===== src/rtl/tessia_alu_pkg.sv =====
// Shared opcode, flag-index and sequencer-state definitions for the tessia ALU cluster.
package tessia_alu_pkg;

  localparam int unsigned CTRL_W = 4;
  localparam int unsigned FLG_W  = 4;

  localparam logic [CTRL_W-1:0] ALU_ADD = 4'b0000;
  localparam logic [CTRL_W-1:0] ALU_SUB = 4'b0001;
  localparam logic [CTRL_W-1:0] ALU_MUL = 4'b0010;
  localparam logic [CTRL_W-1:0] ALU_OR  = 4'b0011;
  localparam logic [CTRL_W-1:0] ALU_MOD = 4'b0100;
  localparam logic [CTRL_W-1:0] ALU_AND = 4'b0101;
  localparam logic [CTRL_W-1:0] ALU_CPY = 4'b0110;
  localparam logic [CTRL_W-1:0] ALU_DIV = 4'b0111;

  localparam int unsigned FLG_NEG   = 3;
  localparam int unsigned FLG_ZERO  = 2;
  localparam int unsigned FLG_CARRY = 1;
  localparam int unsigned FLG_OVF   = 0;

  // Accumulator seed: OR-reduced flags start at 0, the AND-reduced zero flag at 1.
  localparam logic [FLG_W-1:0] FLAGS_INIT = 4'b0100;
  localparam logic [FLG_W-1:0] FLAGS_DZ   = 4'b0100;

  typedef enum logic [1:0] {
    IDLE  = 2'd0,
    ISSUE = 2'd1,
    DONE  = 2'd2
  } seq_state_t;

  function automatic logic is_div_op(input logic [CTRL_W-1:0] ctrl);
    return (ctrl == ALU_MOD) || (ctrl == ALU_DIV);
  endfunction

endpackage


===== src/rtl/alu_vector_sequencer_if.sv =====
// Start/done handshake and shared-ALU bus of the vector sequencer.
interface alu_vector_sequencer_if
  import tessia_alu_pkg::*;
#(
  parameter int unsigned N     = 8,
  parameter int unsigned LANES = 4
);
  logic                 start_valid;
  logic                 start_ready;
  logic [CTRL_W-1:0]    op_ctrl;
  logic [LANES*N-1:0]   vec_a;
  logic [LANES*N-1:0]   vec_b;
  logic [N-1:0]         alu_a;
  logic [N-1:0]         alu_b;
  logic [CTRL_W-1:0]    alu_ctrl;
  logic [N-1:0]         alu_result;
  logic [FLG_W-1:0]     alu_flags;
  logic                 done_valid;
  logic                 done_ready;
  logic [LANES*N-1:0]   vec_result;
  logic [FLG_W-1:0]     vec_flags;
  logic                 div_zero;

  // Environment side: issues ops, hosts the ALU, consumes results.
  modport master (
    output start_valid, op_ctrl, vec_a, vec_b, alu_result, alu_flags, done_ready,
    input  start_ready, alu_a, alu_b, alu_ctrl, done_valid, vec_result, vec_flags, div_zero
  );

  // Sequencer side.
  modport slave (
    input  start_valid, op_ctrl, vec_a, vec_b, alu_result, alu_flags, done_ready,
    output start_ready, alu_a, alu_b, alu_ctrl, done_valid, vec_result, vec_flags, div_zero
  );
endinterface


===== src/rtl/alu_flag_reducer.sv =====
// Per-lane flag accumulation: OR for neg/carry/overflow, AND for zero, with divide-by-zero override.
module alu_flag_reducer
  import tessia_alu_pkg::*;
(
  input  logic             clk,
  input  logic             rst,
  input  logic             init,
  input  logic             capture,
  input  logic             lane_dz,
  input  logic [FLG_W-1:0] lane_flags,
  output logic [FLG_W-1:0] flags
);

  logic [FLG_W-1:0] eff_flags;

  always_comb begin
    eff_flags = lane_dz ? FLAGS_DZ : lane_flags;
  end

  always_ff @(posedge clk or posedge rst) begin
    if (rst) begin
      flags <= FLAGS_INIT;
    end else if (init) begin
      flags <= FLAGS_INIT;
    end else if (capture) begin
      flags[FLG_NEG]   <= flags[FLG_NEG]   | eff_flags[FLG_NEG];
      flags[FLG_ZERO]  <= flags[FLG_ZERO]  & eff_flags[FLG_ZERO];
      flags[FLG_CARRY] <= flags[FLG_CARRY] | eff_flags[FLG_CARRY];
      flags[FLG_OVF]   <= flags[FLG_OVF]   | eff_flags[FLG_OVF];
    end
  end

endmodule


===== src/rtl/alu_vector_sequencer.sv =====
// Execute-stage sequencer: streams one vector op through a shared scalar ALU, one lane per cycle.
module alu_vector_sequencer
  import tessia_alu_pkg::*;
#(
  parameter int unsigned N     = 8,
  parameter int unsigned LANES = 4
)(
  input  logic                   clk,
  input  logic                   rst,
  alu_vector_sequencer_if.slave  bus
);

  localparam int unsigned IDX_W  = $clog2(LANES);
  localparam int unsigned REST_W = (LANES - 1) * N;

  seq_state_t        state;
  seq_state_t        state_next;
  logic [IDX_W-1:0]  idx;
  logic [REST_W-1:0] a_rest;
  logic [REST_W-1:0] b_rest;

  logic accept_c;
  logic capture_c;
  logic last_c;
  logic release_c;
  logic lane_dz_c;

  always_ff @(posedge clk or posedge rst) begin
    if (rst) state <= IDLE;
    else     state <= state_next;
  end

  always_comb begin
    state_next = state;
    accept_c   = 1'b0;
    capture_c  = 1'b0;
    last_c     = 1'b0;
    release_c  = 1'b0;
    case (state)
      IDLE: begin
        if (bus.start_valid && bus.start_ready) begin
          accept_c   = 1'b1;
          state_next = ISSUE;
        end
      end
      ISSUE: begin
        capture_c = 1'b1;
        if (idx == IDX_W'(LANES - 1)) begin
          last_c     = 1'b1;
          state_next = DONE;
        end
      end
      DONE: begin
        if (bus.done_valid && bus.done_ready) begin
          release_c  = 1'b1;
          state_next = IDLE;
        end
      end
      default: state_next = IDLE;
    endcase
  end

  // The registered ALU operands always hold the lane currently being issued.
  always_comb begin
    lane_dz_c = is_div_op(bus.alu_ctrl) && (bus.alu_b == '0);
  end

  // Remaining lanes shift down into the ALU; results shift in from the top so lane 0 lands at the bottom.
  always_ff @(posedge clk or posedge rst) begin
    if (rst) begin
      idx             <= '0;
      a_rest          <= '0;
      b_rest          <= '0;
      bus.alu_a       <= '0;
      bus.alu_b       <= '0;
      bus.alu_ctrl    <= '0;
      bus.start_ready <= 1'b1;
      bus.done_valid  <= 1'b0;
      bus.vec_result  <= '0;
      bus.div_zero    <= 1'b0;
    end else begin
      if (accept_c) begin
        idx             <= '0;
        a_rest          <= bus.vec_a[LANES*N-1:N];
        b_rest          <= bus.vec_b[LANES*N-1:N];
        bus.alu_a       <= bus.vec_a[N-1:0];
        bus.alu_b       <= bus.vec_b[N-1:0];
        bus.alu_ctrl    <= bus.op_ctrl;
        bus.start_ready <= 1'b0;
        bus.vec_result  <= '0;
        bus.div_zero    <= 1'b0;
      end
      if (capture_c) begin
        bus.vec_result <= {(lane_dz_c ? N'(0) : bus.alu_result), bus.vec_result[LANES*N-1:N]};
        if (lane_dz_c) bus.div_zero <= 1'b1;
        if (last_c) begin
          idx            <= '0;
          bus.alu_a      <= '0;
          bus.alu_b      <= '0;
          bus.alu_ctrl   <= '0;
          bus.done_valid <= 1'b1;
        end else begin
          idx       <= idx + IDX_W'(1);
          bus.alu_a <= a_rest[N-1:0];
          bus.alu_b <= b_rest[N-1:0];
          a_rest    <= a_rest >> N;
          b_rest    <= b_rest >> N;
        end
      end
      if (release_c) begin
        bus.done_valid  <= 1'b0;
        bus.start_ready <= 1'b1;
      end
    end
  end

  alu_flag_reducer u_flag_reducer (
    .clk        (clk),
    .rst        (rst),
    .init       (accept_c),
    .capture    (capture_c),
    .lane_dz    (lane_dz_c),
    .lane_flags (bus.alu_flags),
    .flags      (bus.vec_flags)
  );

endmodule


===== src/flat_wrapper.sv =====
// flat-port wrapper written by rule: the top's interface ports become plain ports
module alu_vector_sequencer_flat import tessia_alu_pkg::*;
#(
  parameter int unsigned N     = 8,
  parameter int unsigned LANES = 4
)
  (clk, rst, bus_start_valid, bus_op_ctrl, bus_vec_a, bus_vec_b, bus_alu_result, bus_alu_flags, bus_done_ready, bus_start_ready, bus_alu_a, bus_alu_b, bus_alu_ctrl, bus_done_valid, bus_vec_result, bus_vec_flags, bus_div_zero);
  alu_vector_sequencer_if #(.N(N), .LANES(LANES)) bus_i ();
  input  logic clk;
  input  logic rst;
  input wire logic [$bits(bus_i.start_valid)-1:0] bus_start_valid;
  input wire logic [$bits(bus_i.op_ctrl)-1:0] bus_op_ctrl;
  input wire logic [$bits(bus_i.vec_a)-1:0] bus_vec_a;
  input wire logic [$bits(bus_i.vec_b)-1:0] bus_vec_b;
  input wire logic [$bits(bus_i.alu_result)-1:0] bus_alu_result;
  input wire logic [$bits(bus_i.alu_flags)-1:0] bus_alu_flags;
  input wire logic [$bits(bus_i.done_ready)-1:0] bus_done_ready;
  output wire logic [$bits(bus_i.start_ready)-1:0] bus_start_ready;
  output wire logic [$bits(bus_i.alu_a)-1:0] bus_alu_a;
  output wire logic [$bits(bus_i.alu_b)-1:0] bus_alu_b;
  output wire logic [$bits(bus_i.alu_ctrl)-1:0] bus_alu_ctrl;
  output wire logic [$bits(bus_i.done_valid)-1:0] bus_done_valid;
  output wire logic [$bits(bus_i.vec_result)-1:0] bus_vec_result;
  output wire logic [$bits(bus_i.vec_flags)-1:0] bus_vec_flags;
  output wire logic [$bits(bus_i.div_zero)-1:0] bus_div_zero;
  assign bus_i.start_valid = bus_start_valid;
  assign bus_i.op_ctrl = bus_op_ctrl;
  assign bus_i.vec_a = bus_vec_a;
  assign bus_i.vec_b = bus_vec_b;
  assign bus_i.alu_result = bus_alu_result;
  assign bus_i.alu_flags = bus_alu_flags;
  assign bus_i.done_ready = bus_done_ready;
  assign bus_start_ready = bus_i.start_ready;
  assign bus_alu_a = bus_i.alu_a;
  assign bus_alu_b = bus_i.alu_b;
  assign bus_alu_ctrl = bus_i.alu_ctrl;
  assign bus_done_valid = bus_i.done_valid;
  assign bus_vec_result = bus_i.vec_result;
  assign bus_vec_flags = bus_i.vec_flags;
  assign bus_div_zero = bus_i.div_zero;
  alu_vector_sequencer #(.N(N), .LANES(LANES)) u_core (.clk(clk), .rst(rst), .bus(bus_i));
endmodule

===== config.mk =====
export PLATFORM = sky130hd
export DESIGN_NAME = alu_vector_sequencer_flat
export DESIGN_NICKNAME = d
export VERILOG_FILES = /design/src/rtl/tessia_alu_pkg.sv /design/src/rtl/alu_vector_sequencer_if.sv /design/src/rtl/alu_flag_reducer.sv /design/src/rtl/alu_vector_sequencer.sv /design/src/flat_wrapper.sv
export SDC_FILE = /design/constraint.sdc
export NUM_CORES = 1
export LEC_CHECK = 0
export CAP_MARGIN = 5
export CORE_MARGIN = 4
export CORE_UTILIZATION = 35
export CTS_CLUSTER_SIZE = 28
export DETAILED_ROUTE_END_ITERATION = 8
export GPL_TIMING_DRIVEN = 0
export HOLD_SLACK_MARGIN = 0.03
export PLACE_DENSITY_LB_ADDON = 0.15
export SYNTH_ARGS = -nofsm -noshare
export SYNTH_HDL_FRONTEND = slang
export SYNTH_HIERARCHICAL = 1
export SYNTH_SLANG_ARGS = --single-unit

===== constraint.sdc =====
create_clock -name clk -period 8.9 [get_ports clk]
set_input_delay 1.335 -clock clk [delete_from_list [all_inputs] [get_ports clk]]
set_output_delay 1.335 -clock clk [all_outputs]
set_load 0.02 [all_outputs]

==> flow_metrics.env <==
export IMPL_status="finished, final reports clean"
export IMPL_clock_tree_buffer_depth=2
export IMPL_timing_hold_worst_class="reg2reg"
export IMPL_nets=732
export IMPL_finalCoreUtilization_pct=50.5
export IMPL_hold_buffers=0
export IMPL_yosys_area_share_xor_xnor_pct=0.183
export IMPL_crit_type="reg2out"
export IMPL_cts_root_buf="sky130_fd_sc_hd__clkbuf_16"
export IMPL_crit_path_end_kind="output pin"
export IMPL_post_cts_resize_count=0
export IMPL_number_of_placement_rows=42
export IMPL_initial_antenna_violation_count=0
export IMPL_worst_path_buf_inv=1
export IMPL_final_layout_size_suffix_gt1_share_pct=7.82
export IMPL_number_of_vias_per_cell_after_detailed_routing=4.87
export IMPL_synth_area_top_cells="sky130_fd_sc_hd__dfrtp_1 (57%), sky130_fd_sc_hd__nand2_1 (12%), sky130_fd_sc_hd__mux2i_1 (6.7%)"
export IMPL_worst_setup_hold_path_clk_slew_ps=60
export IMPL_most_common_library_cell_in_the_layout_ignoring_fill_and_taps="sky130_fd_sc_hd__nand2_1"
export IMPL_place_congestion=0.813
export IMPL_yosys_area_share_simple_pct=17.5
export IMPL_critical_path_cell_chain="clkdlybuf4s50_1"
export IMPL_cp_required_ps=7570
export IMPL_p_leak_nw=3.08
export IMPL_cpPeakStageDelay_ps=610
export IMPL_maximum_fanout_encountered_on_the_critical_timing_path=5
export IMPL_slew_headroom_pct=61.6
export IMPL_floorplan_initialDensity_pct=35.9
export IMPL_crit_path_start_kind="flop"
export IMPL_boundaryPins=143
export IMPL_chip_width_um=125
export IMPL_synth_compound_gate_area_share_pct=12.3
export IMPL_synth_lib_cells_used_distinct=33
export IMPL_number_of_post_cts_setup_repair_buffers=0
export IMPL_period_needed_ps=2850
export IMPL_drv_slew=0
export IMPL_post_drt_wl_per_cell_um=16.1
export IMPL_most_common_layout_cells="sky130_fd_sc_hd__nand2_1 (155), sky130_fd_sc_hd__clkdlybuf4s50_1 (142), sky130_fd_sc_hd__dfrtp_1 (109)"
export IMPL_synth_largest_area_cell="sky130_fd_sc_hd__dfrtp_1"
export IMPL_area_delta_synth_final_pct=40.5
export IMPL_numCtsBuffers=9
export IMPL_cts_tree="built"
export IMPL_synth_seq_cells=111
export IMPL_synth_async_reset_ratio_pct=100
export IMPL_cts_num_sinks=111
export IMPL_first_global_vias=4243
export IMPL_grt_max_degree=64
export IMPL_worst_slew_pin_slew_ps=576
export IMPL_floorplan_core_area_um2=13300
export IMPL_post_synth_fa_ha_maj_area_fraction_pct=0.261
export IMPL_combinational_family_with_the_most_area_after_synthesis="simple AND/OR/NAND/NOR gates"
export IMPL_drt_total_wl_um=13400
export IMPL_grt_first_pass_wirelength_um=22100
export IMPL_gr_usage_all_layers_pct=17.6
export IMPL_period_share_pct=32.0
export IMPL_critical_path_arrival_ps=1520
export IMPL_average_footprint_of_a_synthesized_cell_um2=9.73
export IMPL_vdd_drop_max_v=0.000144
export IMPL_cap_violations=0
export IMPL_yosys_top_cell_area_share_pct=56.9
export IMPL_drtIter0Drc=274
export IMPL_yosysSeqAreaShare_pct=58.0
export IMPL_ys_warn_count=6
export IMPL_dieArea_um2=15600
export IMPL_worst_path_max_delay_cell="sky130_fd_sc_hd__clkdlybuf4s50_1"
export IMPL_num_antenna_cells=0
export IMPL_synth_area_mux_share_pct=6.92
export IMPL_post_synth_instance_area_um2=4790
export IMPL_finalSetupTns_ps=0
export IMPL_finClkSkew_ps=6.08
export IMPL_finalSetupViolations=0
export IMPL_placement_io_buffers=142
export IMPL_critPathTopFamily="buffers and inverters"
export IMPL_pwr_density_cell_nw_per_um2=307
export IMPL_grt_overflow_total=0
export IMPL_chipHeight_um=125
export IMPL_firstDrtPassIters=4
export IMPL_place_detailed_hpwl_um=10100
export IMPL_cts_htree_levels=3
export IMPL_max_freq_mhz=351
export IMPL_grt_setup_unrepaired="no"
export IMPL_drc=0
export IMPL_hold_viol_final=0
export IMPL_synth_enable_flop_cells=0
export IMPL_ant_nets=0
export IMPL_netlist_instances=493
export IMPL_total_via_count_in_the_routed_design=4033
export IMPL_synthFlopType="sky130_fd_sc_hd__dfrtp_1"
export IMPL_postSynthNetCount=578
export IMPL_clock_latency_ps=350
==> path summary, 6_finish.rpt <==
kind	end	slack (ps)	from	cells after the start
max in group asynchronous	u_core/bus.start_ready	6720	rst	3
worst min register to register	u_core/b_rest[0]	480	u_core/b_rest[8]	2
worst min-delay path	u_core/b_rest[0]	480	u_core/b_rest[8]	2
min in group asynchronous	u_core/u_flag_reducer/flags[3]	1280	rst	2
worst max register to register	u_core/a_rest[5]	7110	u_core/idx[0]	4
worst max-delay path	bus_start_ready	6050	u_core/bus.start_ready	1
==> stage by stage <==
stage / instance area [µm²] / power, W / worst slack, ps / std cells / hold slack [ps]
final: 6740 / 0.00207 / 6050 / 828 / 484
after global routing: 6740 / 0.00222 / 6000 / 828 / 520
after CTS: 6740 / 0.00209 / 6030 / 828 / 488
after detailed placement: 6470 / 0.00172 / 5970 / 812 / 470
after global placement: 6440 / 0.00169 / 3100 / 811 / 467
after floorplan: 4790 / 0.00132 / 4750 / 493 / 450
==> cell type report <==
cell class | instances | area, µm²
fill | 1278 | 6610
sequential | 111 | 2780
multi-input combinational | 337 | 1780
timing repair buffer | 143 | 1450
clock buffer | 13 | 250
tap | 176 | 220
buffer | 34 | 189
inverter | 11 | 46.3
clock inverter | 3 | 18.8
==> flip-flops by register name (all words and copies together) (netlist names) <==
| name | flops |
|---|---|
| u_core/bus.alu_a | 8 |
| u_core/a_rest | 24 |
| u_core/bus.alu_ctrl | 4 |
| u_core/b_rest | 24 |
| u_core/bus.done_valid | 1 |
| u_core/bus.vec_result | 32 |
| u_core/state | 2 |
| u_core/bus.div_zero | 1 |
| u_core/idx | 2 |
| u_core/bus.start_ready | 1 |
| u_core/u_flag_reducer/flags | 4 |
| u_core/bus.alu_b | 8 |
==> cells in the mapped netlist (2+ instances only) <==
library cell,count
sky130_fd_sc_hd__a31oi_1,17
sky130_fd_sc_hd__inv_1,8
sky130_fd_sc_hd__nand3_1,25
sky130_fd_sc_hd__o21ai_0,9
sky130_fd_sc_hd__a32o_1,8
sky130_fd_sc_hd__mux2i_1,32
sky130_fd_sc_hd__nand3b_1,3
sky130_fd_sc_hd__clkbuf_1,7
sky130_fd_sc_hd__buf_2,21
sky130_fd_sc_hd__nand2b_1,2
sky130_fd_sc_hd__dfstp_2,2
sky130_fd_sc_hd__dfrtp_1,109
sky130_fd_sc_hd__a21oi_1,43
sky130_fd_sc_hd__nand2_1,155
sky130_fd_sc_hd__o21ai_1,27
sky130_fd_sc_hd__nor2_1,5
sky130_fd_sc_hd__buf_6,4
==> kinds of logic after synthesis <==
family          after synthesis
buf+inv                      45
xor+xnor                      1
fa+ha+maj                     1
mux                          33
flops                       111
compound gates              105
simple gates                197
==> metal layers <==
| metal | global-route usage [%] | share of wire [%] |
|---|---|---|
| met1 | 22.5 | 43 |
| met2 | 29.2 | 49 |
| met3 | 4.86 | 5.1 |
| met4 | 5.61 | 2.3 |
| met5 | 0 | 0 |
==> report_power, final <==
part | switching [W] | internal, W
Sequential | 0.000137 | 0.000702
Clock | 0.000174 | 0.000198
Combinational | 0.000464 | 0.000396
Total | 0.000774 | 0.00130
Note: power is estimated with default switching activity, not from simulation.
